**config.mk**
```make
export PLATFORM = sky130hd
export DESIGN_NAME = alu_muldiv_unit_flat
export DESIGN_NICKNAME = d
export VERILOG_FILES = /design/src/rtl/alu_structure_pkg.sv /design/src/rtl/alu_muldiv_unit_if.sv /design/src/rtl/muldiv_datapath.sv /design/src/rtl/alu_muldiv_unit.sv /design/src/flat_wrapper.sv
export SDC_FILE = /design/constraint.sdc
export NUM_CORES = 1
export LEC_CHECK = 0
export ABC_CLOCK_PERIOD_IN_PS = 10500
export CAP_MARGIN = 30
export CORE_MARGIN = 3
export CORE_UTILIZATION = 45
export DETAILED_ROUTE_END_ITERATION = 16
export GPL_TIMING_DRIVEN = 0
export MAX_ROUTING_LAYER = met4
export PLACE_DENSITY_LB_ADDON = 0.1
export SLEW_MARGIN = 20
export SYNTH_ARGS = -nofsm -noshare
export SYNTH_HDL_FRONTEND = slang
export SYNTH_HIERARCHICAL = 1
export SYNTH_SLANG_ARGS = --single-unit
```
**constraint.sdc**
```tcl
create_clock -name clock -period 10.5 [get_ports clock]
set_input_delay 2.1 -clock clock [delete_from_list [all_inputs] [get_ports clock]]
set_output_delay 2.1 -clock clock [all_outputs]
set_load 0.03 [all_outputs]
```
**src/rtl/alu_structure_pkg.sv**
```systemverilog
// rtl/alu_structure_pkg.sv - shared types and constants for the multiply/divide unit
package alu_structure_pkg;

  localparam int MD_WIDTH = 32;

  // Encodings follow the MIPS funct field so decode can pass funct straight through
  typedef enum logic [5:0] {
    MD_MTHI  = 6'h11,
    MD_MTLO  = 6'h13,
    MD_MULT  = 6'h18,
    MD_MULTU = 6'h19,
    MD_DIV   = 6'h1A,
    MD_DIVU  = 6'h1B
  } muldiv_op_t;

  typedef enum logic [1:0] {
    S_IDLE  = 2'd0,
    S_MUL   = 2'd1,
    S_DIV   = 2'd2,
    S_FIXUP = 2'd3
  } md_state_t;

endpackage

```
**src/rtl/alu_muldiv_unit_if.sv**
```systemverilog
// rtl/alu_muldiv_unit_if.sv - command/result bundle between EX stage and the multiply/divide unit
interface alu_muldiv_unit_if #(
  parameter int WIDTH = alu_structure_pkg::MD_WIDTH
);
  import alu_structure_pkg::*;

  logic             start;
  muldiv_op_t       op;
  logic [WIDTH-1:0] A;
  logic [WIDTH-1:0] B;
  logic             EX_Stall;
  logic             EX_Flush;
  logic [WIDTH-1:0] HI;
  logic [WIDTH-1:0] LO;
  logic             busy;
  logic             done;

  modport master (
    output start, op, A, B, EX_Stall, EX_Flush,
    input  HI, LO, busy, done
  );

  modport slave (
    input  start, op, A, B, EX_Stall, EX_Flush,
    output HI, LO, busy, done
  );

endinterface

```
**src/rtl/muldiv_datapath.sv**
```systemverilog
// rtl/muldiv_datapath.sv - one shift-add / restoring-subtract step plus final sign fixup
module muldiv_datapath
  import alu_structure_pkg::*;
#(
  parameter int               WIDTH     = MD_WIDTH,
  parameter logic [WIDTH-1:0] DIV0_QUOT = {WIDTH{1'b1}}
) (
  input  logic             is_div_i,
  input  logic             div0_i,
  input  logic             neg_res_i,
  input  logic             neg_a_i,
  input  logic [WIDTH-1:0] acc_hi_i,
  input  logic [WIDTH-1:0] acc_lo_i,
  input  logic [WIDTH-1:0] opnd_i,
  output logic [WIDTH-1:0] step_hi_o,
  output logic [WIDTH-1:0] step_lo_o,
  output logic [WIDTH-1:0] fix_hi_o,
  output logic [WIDTH-1:0] fix_lo_o
);

  logic [WIDTH:0]       mul_sum;
  logic [WIDTH:0]       div_shift;
  logic [WIDTH:0]       div_diff;
  logic [2*WIDTH-1:0]   prod;
  logic [2*WIDTH-1:0]   prod_neg;

  // One iteration: multiply shifts the sum right into LO; divide shifts the dividend left into the remainder
  always_comb begin
    mul_sum   = {1'b0, acc_hi_i} + (acc_lo_i[0] ? {1'b0, opnd_i} : {(WIDTH+1){1'b0}});
    div_shift = {acc_hi_i, acc_lo_i[WIDTH-1]};
    div_diff  = div_shift - {1'b0, opnd_i};
    if (is_div_i) begin
      // Top bit set means the trial subtraction went negative: restore
      if (div_diff[WIDTH]) begin
        step_hi_o = div_shift[WIDTH-1:0];
        step_lo_o = {acc_lo_i[WIDTH-2:0], 1'b0};
      end else begin
        step_hi_o = div_diff[WIDTH-1:0];
        step_lo_o = {acc_lo_i[WIDTH-2:0], 1'b1};
      end
    end else begin
      step_hi_o = mul_sum[WIDTH:1];
      step_lo_o = {mul_sum[0], acc_lo_i[WIDTH-1:1]};
    end
  end

  // Final HI/LO: re-apply signs to magnitude results; divide-by-zero keeps the raw dividend in acc_lo
  always_comb begin
    prod     = {acc_hi_i, acc_lo_i};
    prod_neg = -prod;
    if (is_div_i && div0_i) begin
      fix_hi_o = acc_lo_i;
      fix_lo_o = DIV0_QUOT;
    end else if (is_div_i) begin
      fix_lo_o = neg_res_i ? -acc_lo_i : acc_lo_i;
      fix_hi_o = neg_a_i ? -acc_hi_i : acc_hi_i;
    end else begin
      {fix_hi_o, fix_lo_o} = neg_res_i ? prod_neg : prod;
    end
  end

endmodule

```
**src/rtl/alu_muldiv_unit.sv**
```systemverilog
// rtl/alu_muldiv_unit.sv - iterative multiply/divide unit owning HI/LO
module alu_muldiv_unit
  import alu_structure_pkg::*;
#(
  parameter int               WIDTH     = MD_WIDTH,
  parameter int               CNT_W     = $clog2(WIDTH) + 1,
  parameter logic [WIDTH-1:0] DIV0_QUOT = {WIDTH{1'b1}}
) (
  input logic              clock,
  input logic              reset,
  alu_muldiv_unit_if.slave md
);

  md_state_t        state_q;
  logic [CNT_W-1:0] cnt_q;
  logic [WIDTH-1:0] acc_hi_q, acc_lo_q, opnd_q;
  logic             is_div_q, div0_q, neg_res_q, neg_a_q;
  logic [WIDTH-1:0] hi_q, lo_q;
  logic             done_q;

  logic [WIDTH-1:0] step_hi_d, step_lo_d, fix_hi_d, fix_lo_d;
  logic             accept, signed_op, a_neg, b_neg;
  logic [WIDTH-1:0] a_mag, b_mag;

  assign accept    = (state_q == S_IDLE) && md.start && !md.EX_Stall && !md.EX_Flush;
  assign signed_op = (md.op == MD_MULT) || (md.op == MD_DIV);
  assign a_neg     = signed_op && md.A[WIDTH-1];
  assign b_neg     = signed_op && md.B[WIDTH-1];
  assign a_mag     = a_neg ? -md.A : md.A;
  assign b_mag     = b_neg ? -md.B : md.B;

  muldiv_datapath #(
    .WIDTH     (WIDTH),
    .DIV0_QUOT (DIV0_QUOT)
  ) u_datapath (
    .is_div_i  (is_div_q),
    .div0_i    (div0_q),
    .neg_res_i (neg_res_q),
    .neg_a_i   (neg_a_q),
    .acc_hi_i  (acc_hi_q),
    .acc_lo_i  (acc_lo_q),
    .opnd_i    (opnd_q),
    .step_hi_o (step_hi_d),
    .step_lo_o (step_lo_d),
    .fix_hi_o  (fix_hi_d),
    .fix_lo_o  (fix_lo_d)
  );

  // Control FSM: command capture, iteration with stall/flush, HI/LO commit
  always_ff @(posedge clock) begin
    if (reset) begin
      state_q   <= S_IDLE;
      cnt_q     <= '0;
      acc_hi_q  <= '0;
      acc_lo_q  <= '0;
      opnd_q    <= '0;
      is_div_q  <= 1'b0;
      div0_q    <= 1'b0;
      neg_res_q <= 1'b0;
      neg_a_q   <= 1'b0;
      hi_q      <= '0;
      lo_q      <= '0;
      done_q    <= 1'b0;
    end else begin
      done_q <= 1'b0;
      case (state_q)
        S_IDLE: begin
          if (accept) begin
            case (md.op)
              MD_MTHI: begin
                hi_q   <= md.A;
                done_q <= 1'b1;
              end
              MD_MTLO: begin
                lo_q   <= md.A;
                done_q <= 1'b1;
              end
              MD_MULT, MD_MULTU: begin
                acc_hi_q  <= '0;
                acc_lo_q  <= b_mag;
                opnd_q    <= a_mag;
                is_div_q  <= 1'b0;
                div0_q    <= 1'b0;
                neg_res_q <= a_neg ^ b_neg;
                neg_a_q   <= a_neg;
                cnt_q     <= '0;
                state_q   <= S_MUL;
              end
              MD_DIV, MD_DIVU: begin
                acc_hi_q  <= '0;
                opnd_q    <= b_mag;
                is_div_q  <= 1'b1;
                neg_res_q <= a_neg ^ b_neg;
                neg_a_q   <= a_neg;
                cnt_q     <= '0;
                // Zero divisor skips iteration; the raw dividend rides in acc_lo to become HI
                if (md.B == '0) begin
                  div0_q   <= 1'b1;
                  acc_lo_q <= md.A;
                  state_q  <= S_FIXUP;
                end else begin
                  div0_q   <= 1'b0;
                  acc_lo_q <= a_mag;
                  state_q  <= S_DIV;
                end
              end
              default: ;
            endcase
          end
        end
        S_MUL, S_DIV: begin
          if (md.EX_Flush) begin
            state_q <= S_IDLE;
          end else if (!md.EX_Stall) begin
            acc_hi_q <= step_hi_d;
            acc_lo_q <= step_lo_d;
            cnt_q    <= cnt_q + CNT_W'(1);
            if (cnt_q == CNT_W'(WIDTH - 1)) begin
              state_q <= S_FIXUP;
            end
          end
        end
        S_FIXUP: begin
          if (md.EX_Flush) begin
            state_q <= S_IDLE;
          end else if (!md.EX_Stall) begin
            hi_q    <= fix_hi_d;
            lo_q    <= fix_lo_d;
            done_q  <= 1'b1;
            state_q <= S_IDLE;
          end
        end
        default: state_q <= S_IDLE;
      endcase
    end
  end

  assign md.HI   = hi_q;
  assign md.LO   = lo_q;
  assign md.busy = (state_q != S_IDLE);
  assign md.done = done_q;

endmodule

```
**src/flat_wrapper.sv**
```systemverilog
// flat-port wrapper written by rule: the top's interface ports become plain ports
module alu_muldiv_unit_flat import alu_structure_pkg::*;
#(
  parameter int               WIDTH     = MD_WIDTH,
  parameter int               CNT_W     = $clog2(WIDTH) + 1,
  parameter logic [WIDTH-1:0] DIV0_QUOT = {WIDTH{1'b1}}
)
  (clock, reset, md_start, md_op, md_A, md_B, md_EX_Stall, md_EX_Flush, md_HI, md_LO, md_busy, md_done);
  alu_muldiv_unit_if #(.WIDTH(WIDTH)) md_i ();
  input logic clock;
  input logic reset;
  input wire logic [$bits(md_i.start)-1:0] md_start;
  input wire logic [$bits(md_i.op)-1:0] md_op;
  input wire logic [$bits(md_i.A)-1:0] md_A;
  input wire logic [$bits(md_i.B)-1:0] md_B;
  input wire logic [$bits(md_i.EX_Stall)-1:0] md_EX_Stall;
  input wire logic [$bits(md_i.EX_Flush)-1:0] md_EX_Flush;
  output wire logic [$bits(md_i.HI)-1:0] md_HI;
  output wire logic [$bits(md_i.LO)-1:0] md_LO;
  output wire logic [$bits(md_i.busy)-1:0] md_busy;
  output wire logic [$bits(md_i.done)-1:0] md_done;
  assign md_i.start = md_start;
  assign md_i.op = md_op;
  assign md_i.A = md_A;
  assign md_i.B = md_B;
  assign md_i.EX_Stall = md_EX_Stall;
  assign md_i.EX_Flush = md_EX_Flush;
  assign md_HI = md_i.HI;
  assign md_LO = md_i.LO;
  assign md_busy = md_i.busy;
  assign md_done = md_i.done;
  alu_muldiv_unit #(.WIDTH(WIDTH), .CNT_W(CNT_W), .DIV0_QUOT(DIV0_QUOT)) u_core (.clock(clock), .reset(reset), .md(md_i));
endmodule
```
Yosys cells after proc, flatten, opt, wreduce, memory -nomap -nowiden. Index checks and enable logic that the tools add are counted.

Bits in registers: 173. Input bits: 75. Output and inout bits: 66. Logic and storage cells: 128.

Add/sub/neg operators: 8. Equality and inequality tests: 22. Muxes and demuxes: 58. Bitwise operators: 1. Reductions and logical operators: 27.

Operator list (number): $mux 32 (28); $pmux 32 s2 (6); $neg 32->32 (4); $mux 64 (1); $neg 64->64 (1); $eq 6x5->1 const B (7); $add 32x33->33 (1); $sub 33x32->33 (1); $logic_not 32->1 (1); $reduce_and 5->1 (5); $mux 6 (4); $ne 2x2->1 const B (7); $mux 2 (6); $pmux 6 s2 (1); $ne 3x3->1 const B (3); $reduce_bool 2->1 (4); $reduce_or 2->1 (4); $mux 1 (7); $add 6x1->6 const B (1); $logic_and 1x1->1 (6); $pmux 1 s2 (3); $pmux 2 s3 (1); $reduce_and 3->1 (2); $eq 2x2->1 const B (2); other kinds (9) (10).

Logic depth before layout (Yosys ltp). Gate-level depths: netlist of the first run.

Depth in word-level cells: 8. Depth in mapped cells: 15. Mapped depth without buffers: 13.

Cells and area by module. The synthesis of the first run kept the hierarchy.

Modules (own cells, without submodules): alu_muldiv_unit (instances 1, cells each 1214, area each 9554.2 µm², sequential area each 3463.3 µm²); muldiv_datapath (instances 1, cells each 1107, area each 7061.8 µm², sequential area each 0.0 µm²).

Least setup slack after synthesis of the first run. Ideal clock, no wire load.

Path kind: input -> register. From: input md_B[24]. To: register u_core.acc_lo_q[6]. Setup time: 128 ps. Arrival time: 4090 ps. Required time: 10372 ps. Slack: 6283 ps. Stages on the path: 9. Path buffers: 3. Cells stage by stage: or4_4 -> or4_4 -> buf_6 -> or3_1 -> buf_2 -> buf_6 -> nand2_1 -> xor2_1 -> o21ai_0.

Cells in the longest elaborated chain, start to end: 5.

RTL lines: start, declared (line flat_wrapper.sv:15) `input wire logic [$bits(md_i.B)-1:0] md_B;`; $logic_not 32->1 (line alu_muldiv_unit.sv:97) `if (md.B == '0) begin`; $mux 32 (line alu_muldiv_unit.sv:97); $pmux 32 s2 (line alu_muldiv_unit.sv:69) `case (md.op)`; $mux 32 (line alu_muldiv_unit.sv:68) `if (accept) begin`; $pmux 32 s2 (line alu_muldiv_unit.sv:66) `case (state_q)`; end signal, assigned (line alu_muldiv_unit.sv:80) `acc_lo_q <= b_mag;`; end signal, assigned (line alu_muldiv_unit.sv:99) `acc_lo_q <= md.A;`; end signal, assigned (line alu_muldiv_unit.sv:103) `acc_lo_q <= a_mag;`; end, declared (line alu_muldiv_unit.sv:16) `logic [WIDTH-1:0] acc_hi_q, acc_lo_q, opnd_q;`.

No other way between the ends. The select of a mux whose other input is x is not followed. A chain may end at the register's enable or synchronous reset.

Worst setup path in the final report of the first run.
From: input md_op[2]. To: register u_core.acc_hi_q[2].

Cells in the longest elaborated chain, start to end: 4. Elaborated cells between the ends (all ways): 7. Classes of those cells: eq/ne: 5; reduce/logical: 2.

RTL lines: start, declared (line flat_wrapper.sv:13) `input wire logic [$bits(md_i.op)-1:0] md_op;`; $eq 6x5->1 (line alu_muldiv_unit.sv:69); $reduce_or 4->1 (no source line) *; $ne 2x2->1 (no source line) *; $reduce_and 5->1 (no source line) *; end signal, assigned (line alu_muldiv_unit.sv:115) `acc_hi_q <= step_hi_d;`; end, declared (line alu_muldiv_unit.sv:16).

Mark *: on every way between the ends. The rest lies on a longest branch, timed or not.

==> run summary, run 1 <==
The tools report the worst slew margin relative to its limit as 0.283. The run finished with clean final reports. Highest clock frequency the design can meet: 0.175 GHz. The worst register-to-register path begins at u_core/acc_lo_q[31].

TritonCTS built the clock tree. The H-tree was split into 4 levels. Entering global routing, the biggest net connects 17 pins. Ranked by total cell area, the synthesized netlist is headed by sky130_fd_sc_hd__dfxtp_1, sky130_fd_sc_hd__a21oi_1, sky130_fd_sc_hd__nor2_1. The number of hold buffers added after CTS is 0, and the die area is 39,300 um2. The run gives 6 as the count of warnings emitted by yosys.

The cell at the root of the clock tree is sky130_fd_sc_hd__clkbuf_16. Post-synthesis area per instance: 7.16 um2. Setup repair after global routing left no endpoint under its margin. The tools report the count of max-cap constraint violations as 0. The power density over cell area works out to 101 nW/um2. The placement row count is 69. The run gives 0 as the residual overflow from global routing. The actual slew at the worst max-slew pin is 1.08 ns. The slowest stage of the critical path is the sky130_fd_sc_hd__clkbuf_1 cell. In this design, the stage delay of the slowest critical-path cell is 0.69 ns.

From left edge to right edge, the die measures 198 um. The max-slew violation count was 0. The share of the synthesized area in the top cell type was 0.208; the routability congestion estimate from global placement was 1.06. The largest total area in the synthesized netlist belongs to sky130_fd_sc_hd__dfxtp_1. Fill cells in the final layout number 3,636.

The number of cell instances on the worst register-to-register path is 15. The y dimension of the die is 198 um, and the share of synthesized flip-flops with an asynchronous set or reset is 0. The final layout contains routed wiring with a total length of 80,000 um. Counting instances in the post-synthesis netlist gives the leading cell types as sky130_fd_sc_hd__nor2_1, sky130_fd_sc_hd__a21oi_1, sky130_fd_sc_hd__nand2_1. Clock-pin slew was measured on the worst setup and hold paths at 0.08 ns. The instance count of the mapped netlist was 2,321. Sequential fraction of the synthesis area: 0.208.

From synthesis to final layout, the design area changed by 15.1%. Post-CTS repair changed the size of 0 cells. Most used flip-flop cell after synthesis: sky130_fd_sc_hd__dfxtp_1.

The wire length of the first global-routing pass is 116,000 um, and the clock sink total is 173. Data on the critical path is required at its endpoint by 10.87 ns. The worst setup path is launched from a primary input.

The number of buffers inserted by post-CTS setup repair is 0. The logs give 0.462 for the starting utilization of the core area and 9 for the total iterations of the first detailed-routing run. The min-delay analysis places its worst path in the category register to register. The worst hold path passes through 2 cells.

Yosys instantiated no cell more often than sky130_fd_sc_hd__nor2_1. After layout, the minimum clock period comes to 5.72 ns. End of the worst register-to-register path: u_core/acc_hi_q[3].

The number of different library cells in the post-synthesis netlist was 98; the post-detailed-route wirelength per cell was 27.1 um. The post-detailed-route DRC marker count was 0. 141 I/O pins were placed.

Using the TritonRoute via totals, the vias-per-cell ratio works out to 6.68. The wire-length estimate of the detail-placed layout is 64,500 um. The worst clock skew is 0.0209 ns, and the total power consumption of the routed design is 1.93 mW. The share of final-layout standard cells stronger than drive strength 1 works out to 0.0575.

Counting flops and latches in the post-synthesis netlist gives 173. The startpoint identified for the worst hold timing path is u_core/acc_lo_q[20]. The tools report the maximum clock path buffer count as 2. The post-route worst hold slack is 0.460 ns. The logs give 2,623 for the number of nets in the layout and 7.42 nW for the static power due to leakage. The run gives 18.0k as the via count of the first global-routing pass.

For the area of the mapped netlist, the log shows 16,600 um2. The tools report the arrival time at the worst endpoint as 6.09 ns. Walking the worst path, the cells encountered are clkdlybuf4s50_1 -> nand4bb_1 -> clkbuf_1 -> o21ai_1 -> clkbuf_1 -> clkbuf_1 -> buf_2 -> nand3_1 -> a21oi_1.

The startpoint-to-endpoint class of the critical path is primary input to register. Total via count after detailed routing: 19.7k. The worst hold path terminates at u_core/acc_lo_q[20]. The maximum VDD drop is 125 uV. The dominant cell type by count on the critical path is sky130_fd_sc_hd__clkbuf_1.

The total routing usage reported by global routing was 0.406; the number of buffers created by CTS was 17. The starting DRC count in detailed routing is 2,838. The setup check on the worst reg-to-reg path leaves a slack of 5.55 ns.

The tools report the accumulated negative setup slack as 0 ns. Post-synthesis net count: 2,470. The tools report the type of destination of the critical path as a register.

Along the worst path, the maximum fanout reaches 10. The clock reaches the later pin of the worst-skew pair after 0.46 ns. The logs give 3 for the initial antenna violation count and 36,000 um2 for the placeable core area. The final critical-path share of the clock period is 0.545. The number of input and output port buffers inserted came out at 131. In this run the remaining antenna-violating nets after routing total 0.

Setup violations remaining at the end of the flow were counted as 0. For the number of hold-slack violations in the final timing report, the log shows 0. The count of flip-flops with a built-in enable after synthesis works out to 0.
registers in the layout, indices dropped and copies added, names as in the netlist:
signal and count:
u_core/acc_hi_q 32, u_core/acc_lo_q 32, u_core/md.HI 32, u_core/md.LO 32, u_core/opnd_q 32, u_core/cnt_q 6
u_core/state_q 2, u_core/div0_q 1, u_core/is_div_q 1, u_core/md.done 1, u_core/neg_a_q 1, u_core/neg_res_q 1
kinds of logic after synthesis:
group	after synthesis	synth area share
AO/OA/AOI/OAI	758	0.297
XOR/XNOR	182	0.0959
adder cells (fa/ha/maj)	74	0.0566
buffers and inverters	229	0.0605
flip-flops	173	0.208
multiplexers	46	0.0303
AND/OR/NAND/NOR	859	0.252
stage by stage:
step           setup slack [ns]  std cells  cell area [um2]   util
2_1_floorplan              6.28       2321            16600      -
3_3_place_gp               4.63       2913            18500  0.514
3_5_place_dp               4.60       2914            18500  0.514
4_1_cts                    5.07       2946            19100  0.531
5_1_grt                    4.85       2950            19100  0.531
6_report                   4.78       2950            19100  0.531
how the worst max path moves through the flow:
stage                         from  slack [ns]                 end
after floorplan           md_B[24]        6.28  u_core/acc_lo_q[6]
after global placement    md_op[2]        4.63  u_core/acc_hi_q[1]
after CTS                 md_op[2]        5.07  u_core/acc_hi_q[2]
after detailed placement  md_op[2]        4.60  u_core/acc_hi_q[2]
after global routing      md_op[2]        4.85  u_core/acc_hi_q[3]
final                     md_op[2]        4.78  u_core/acc_hi_q[2]
metal layers:
layer	track usage	vias up	wire length, um
met3	0.0895	212	9550
met2	0.566	1327	32300
met5	-	-	0
li1	-	8827	-
met4	0.185	0	4390
met1	0.556	9342	33800
layout by cell type (no fill, tap or decap), types with 9 or more instances in the layout:
master	synthesis	final
sky130_fd_sc_hd__ha_1	72	72
sky130_fd_sc_hd__and4_1	9	9
sky130_fd_sc_hd__o31ai_1	30	30
sky130_fd_sc_hd__o21ai_1	13	14
sky130_fd_sc_hd__o211ai_1	23	23
sky130_fd_sc_hd__mux2i_1	11	11
sky130_fd_sc_hd__clkbuf_16	0	17
sky130_fd_sc_hd__o221ai_1	13	13
sky130_fd_sc_hd__nor2b_1	38	38
sky130_fd_sc_hd__a31oi_1	35	35
sky130_fd_sc_hd__clkbuf_1	130	132
sky130_fd_sc_hd__a21oi_1	254	254
sky130_fd_sc_hd__dfxtp_1	173	173
sky130_fd_sc_hd__mux2_2	35	35
sky130_fd_sc_hd__buf_2	11	11
sky130_fd_sc_hd__nand2_1	228	228
sky130_fd_sc_hd__o31a_1	9	9
sky130_fd_sc_hd__o41ai_1	14	14
sky130_fd_sc_hd__a22oi_1	12	12
sky130_fd_sc_hd__a21o_1	35	35
sky130_fd_sc_hd__inv_1	66	66
sky130_fd_sc_hd__and3_1	28	28
sky130_fd_sc_hd__o21ai_0	106	105
sky130_fd_sc_hd__or4_1	14	14
sky130_fd_sc_hd__nand4_1	25	25
sky130_fd_sc_hd__nor4_1	30	29
sky130_fd_sc_hd__xnor2_1	92	92
sky130_fd_sc_hd__nand2b_1	13	13
sky130_fd_sc_hd__clkdlybuf4s50_1	0	131
sky130_fd_sc_hd__xor2_1	90	90
sky130_fd_sc_hd__or3_1	28	28
sky130_fd_sc_hd__nand3_1	73	73
sky130_fd_sc_hd__nor3_1	46	46
sky130_fd_sc_hd__a222oi_1	12	12
sky130_fd_sc_hd__and2_1	12	12
sky130_fd_sc_hd__a221oi_1	9	9
sky130_fd_sc_hd__a211oi_1	85	85
sky130_fd_sc_hd__o21a_1	17	17
sky130_fd_sc_hd__nor2_1	260	260
where the power goes:
part | total (mW) | switching [mW] | internal (mW)
Clock | 0.666 | 0.309 | 0.357
Sequential | 0.688 | 0.0203 | 0.668
Combinational | 0.574 | 0.408 | 0.166
critical path: cells and delay by family:
kind | cells | cell delay (ns)
buffers and inverters | 5 | 2.62
AOI/OAI and AO/OA | 2 | 0.85
and+or+nand+nor | 2 | 0.49
final cells by class:
type / instances / area [um2] / area share
Multi-Input combinational cell: 1919 / 12200 / 0.635
Sequential cell: 173 / 3460 / 0.181
Timing Repair Buffer: 134 / 1340 / 0.0701
Buffer: 162 / 753 / 0.0394
Tap cell: 461 / 577 / 0.0301
Clock buffer: 19 / 433 / 0.0226
Inverter: 67 / 251 / 0.0131
Clock inverter: 13 / 154 / 0.00804
Antenna cell: 2 / 5.00 / 0.000262
No activity file was read; power rests on OpenSTA's default activity.
==> run 2: changes to the inputs <==
--- a/config.mk
+++ b/config.mk
@@ -5,7 +5,7 @@
 export SDC_FILE = /design/constraint.sdc
 export NUM_CORES = 1
 export LEC_CHECK = 0
-export ABC_CLOCK_PERIOD_IN_PS = 10500
+export ABC_CLOCK_PERIOD_IN_PS = 5440
 export CAP_MARGIN = 30
 export CORE_MARGIN = 3
 export CORE_UTILIZATION = 45
==> constraint.sdc (replaced) <==
create_clock -name clock -period 5.44 [get_ports clock]
set_input_delay 1.088 -clock clock [delete_from_list [all_inputs] [get_ports clock]]
set_output_delay 1.088 -clock clock [all_outputs]
set_load 0.03 [all_outputs]
==> results of run 2 <==
The final DEF is identical to that of run 1. Status: complete, no violations.
Among the figures that moved: setup slack after placement 4.60 ns -> 0.554 ns; setup slack after layout 4.78 ns -> 0.489 ns; start point of the critical path md_op[2] -> u_core/acc_lo_q[31]; end point of the critical path u_core/acc_hi_q[2] -> u_core/acc_hi_q[3]; register-to-register setup slack 5.55 ns -> 0.49 ns; total power 1.93 mW -> 3.72 mW; worst IR drop on VDD 125 uV -> 241 uV
==> run 3: changes to the inputs <==
--- a/config.mk
+++ b/config.mk
@@ -10,7 +10,6 @@
 export CORE_MARGIN = 3
 export CORE_UTILIZATION = 45
 export DETAILED_ROUTE_END_ITERATION = 16
-export GPL_TIMING_DRIVEN = 0
 export MAX_ROUTING_LAYER = met4
 export PLACE_DENSITY_LB_ADDON = 0.1
 export SLEW_MARGIN = 20
==> run 3 against run 2 <==
Effect of this change:
- core utilization is 0.72 points lower
- largest power group unchanged
- highest routed layer unchanged
- largest cell class unchanged
- critical endpoint is now u_core/acc_hi_q[14]
- critical path depth stayed put
- register-to-register slack better by 0.49 ns
- via count is 5.2% lower
- critical path type unchanged
- cell area is 1.3% lower
- clock power hardly changed
- worst hold slack better by 0.0011 ns
- first-iteration DRC count is 8.1% lower
- combinational power is 9.9% lower
- die area stayed put
==> run summary, run 3 (synthesis gave the netlist of run 1 again) <==
The worst setup path is of the register to register kind. The total wire length after detailed routing is 70,700 um. In the layout the commonest cells are sky130_fd_sc_hd__nor2_1, sky130_fd_sc_hd__a21oi_1, sky130_fd_sc_hd__nand2_1, sky130_fd_sc_hd__dfxtp_1, sky130_fd_sc_hd__clkdlybuf4s50_1. The cell sitting at the root of the clock tree is a sky130_fd_sc_hd__clkbuf_16. The largest fanout on the critical path came out at 39.

Data on the critical path arrives at its endpoint at 4.77 ns. The later pin in the worst-skew pair is clocked with a latency of 0.46 ns. Summing all multi-input logic gate instances after layout gives 12,200 um2. For the max-slew violation count, the log shows 0.

The worst setup path is launched from a register. The worst slew margin relative to its limit is 0.333, and the register-to-register setup slack is 0.98 ns. Die area: 39,300 um2.

After clock tree synthesis, the clock-pin slew on the worst setup and hold paths is 0.09 ns. The number of nets still failing antenna checks after routing is 0. Across all layers, the routed design uses 18.7k vias.

The depth of the CTS H-tree is 4. The run finished with clean final reports. Source of the worst register-to-register timing path: u_core/acc_lo_q[31]. The vias per cell works out to 6.57. For the detailed placer's ending HPWL, the log shows 53,200 um. The total routing usage reported by global routing was 0.361. IR analysis of the VDD net gives a maximum drop of 194 uV. TritonCTS built the clock tree. The logs give 173 for the clock sink total and 0.0166 ns for the worst clock skew.

For the wire length of the first global-routing pass, the log shows 106,000 um. The layer carrying the most global-route usage was met2. The logs give 0.499 for the met1 track utilization from global routing and 2,608 for the starting DRC count in detailed routing. Layout-stage area growth over the synthesis result: 13.6%.

The number of input and output port buffers inserted is 140. Number of nets in the layout: 2,513. The tools report the highest clock frequency the design can meet as 0.224 GHz. Including well taps, the total number of placed cells is 2,803. The horizontal extent of the die is 198 um. In this run, post-CTS repair resized a total of 0 instances. The via count of the first global-routing pass came out at 17.1k. For hold timing, the worst endpoint is u_core/opnd_q[7]. On the worst path, the slowest cell contributes a delay of 0.61 ns. After clock tree synthesis, the flow added hold-fix buffers numbering 0. For this run, the number of standard cells in the final layout without fillers is 2,842. The area taken by flip-flops and latches came out at 3470 um2.

For the post-detailed-route DRC marker count, the log shows 0. Met3 track demand over resource: 0.0670. Walking the worst path, the cells encountered are inv_1 -> ha_1 -> fa_1 -> nor2b_1 -> o31a_1 -> o21ai_0 -> buf_4 -> a211o_1 -> a311o_1 -> nand3_1 -> buf_4 -> mux2_2 -> mux2_2 -> nand3_1 -> a21oi_1. For the pin with the worst max-slew slack, the measured transition is 1.00 ns. The count of buffer and inverter cells on the critical path is 3, and the worst hold path stage count is 2.

For the initial antenna violation count, the log shows 4. Number of buffers inserted by post-CTS setup repair: 0. The final critical-path share of the clock period was 0.820; the met2 track demand over resource was 0.516.

Setup repair after global routing left no endpoint under its margin. The run gives 0 ns as the accumulated negative setup slack. Counting along the longest clock path gives a buffer depth of 2.

The tools report the type of destination of the critical path as a register. For the starting utilization of the core area, the log shows 0.462. Among cell families on the critical path, the largest total delay comes from compound AO/OA/AOI/OAI gates. Master of the slowest instance on the critical path: sky130_fd_sc_hd__dfxtp_1. For the placement row count, the log shows 69. The die is 198 um tall. The logs give 1.04 for the routability congestion estimate from global placement and 0 for the total setup violations reported at the end of the flow.

Counting the fill cells in the layout gives 3,607. The number of cells on the worst reg-to-reg path is 15. The share of final-layout standard cells stronger than drive strength 1 was 0.0711. Leaving out fill and tap cells, the most frequent cell in the layout is sky130_fd_sc_hd__nor2_1. Entering global routing, the biggest net connects 100 pins. Power spread over the standard cell area amounts to 192 nW/um2. Worst hold-check path type: register to register. For the static power due to leakage, the log shows 7.40 nW.

Pin placement for this block handled 141 I/O pins. In this run, CTS created clock tree buffers numbering 17. Residual overflow from global routing: 0. The endpoint identified for the worst register-to-register timing path is u_core/acc_hi_q[14]. Placeable core area: 36,000 um2. Dividing the detail-routed wire length by the instance count gives 24.9 um. In this run the most critical hold path is launched from u_core/opnd_q[7]. For the worst setup path, the data required time is 5.75 ns. The count of max-cap constraint violations was 0; the number of hold-slack violations in the final timing report was 0. For the finished layout, the period the worst path requires is 4.46 ns. Before antenna repair, the detailed router went through 9 iterations.
==> run 3: changes by cell type in the layout (fill, tap and decap cells not counted), sizes merged, moves of 2 or more <==
cell	before	now
clkbuf	157	18
buf	25	45
clkdlybuf4s50	131	139
inv	72	75
diode	2	4
==> run 3: worst reg2reg max path, cell delays in order, from the launching register on <==
cell	delay, ns
sky130_fd_sc_hd__dfxtp_1	0.61
sky130_fd_sc_hd__inv_1	0.23
sky130_fd_sc_hd__ha_1	0.29
sky130_fd_sc_hd__fa_1	0.42
sky130_fd_sc_hd__nor2b_1	0.17
sky130_fd_sc_hd__o31a_1	0.22
sky130_fd_sc_hd__o21ai_0	0.14
sky130_fd_sc_hd__buf_4	0.18
sky130_fd_sc_hd__a211o_1	0.32
sky130_fd_sc_hd__a311o_1	0.39
sky130_fd_sc_hd__nand3_1	0.09
sky130_fd_sc_hd__buf_4	0.46
sky130_fd_sc_hd__mux2_2	0.40
sky130_fd_sc_hd__mux2_2	0.26
sky130_fd_sc_hd__nand3_1	0.08
sky130_fd_sc_hd__a21oi_1	0.07
==> run 3: metal layers <==
layer	vias up	wire [um]
li1	8620	-
met5	-	0
met1	8729	30300
met3	207	7430
met4	0	3240
met2	1124	29700
==> run 3: worst max path at each step <==
stage,start,end,slack [ns],depth (start not counted)
detailed placement,md_B[4],u_core/acc_lo_q[9],1.07,8
floorplan,u_core/acc_hi_q[26],u_core/acc_hi_q[30],2.01,12
global route,u_core/acc_lo_q[0],u_core/acc_hi_q[30],0.77,14
global placement,md_B[4],u_core/acc_lo_q[9],1.11,8
CTS,u_core/acc_lo_q[31],u_core/acc_hi_q[14],1.08,15
finish,u_core/acc_lo_q[31],u_core/acc_hi_q[14],0.98,15
==> run 3: where the power goes <==
part	leakage (nW)	switching (mW)	internal (mW)
clock network	0.286	0.640	0.650
registers	1.39	0.0433	1.29
logic	5.71	0.690	0.311
total	7.40	1.37	2.25
==> run 3: area by class of cell <==
cell class	count	share of cell area
sequential	173	0.184
tap	461	0.0306
multi-input combinational	1919	0.647
clock inverter	15	0.00809
clock buffer	17	0.0225
antenna	4	0.000530
inverter	67	0.0133
timing repair buffer	186	0.0944
==> run 3: per-stage QoR <==
stage / utilization / cell area [um2] / power, mW / hold slack, ns / setup WS, ns
finish: 0.524 / 18900 / 3.62 / 0.461 / 0.980
global route: 0.524 / 18900 / 3.74 / 0.492 / 0.774
CTS: 0.523 / 18800 / 3.59 / 0.458 / 1.08
detailed placement: 0.507 / 18200 / 2.31 / 0.448 / 1.07
global placement: 0.507 / 18200 / 2.31 / 0.445 / 1.11
floorplan: - / 16600 / 1.94 / 0.426 / 2.01
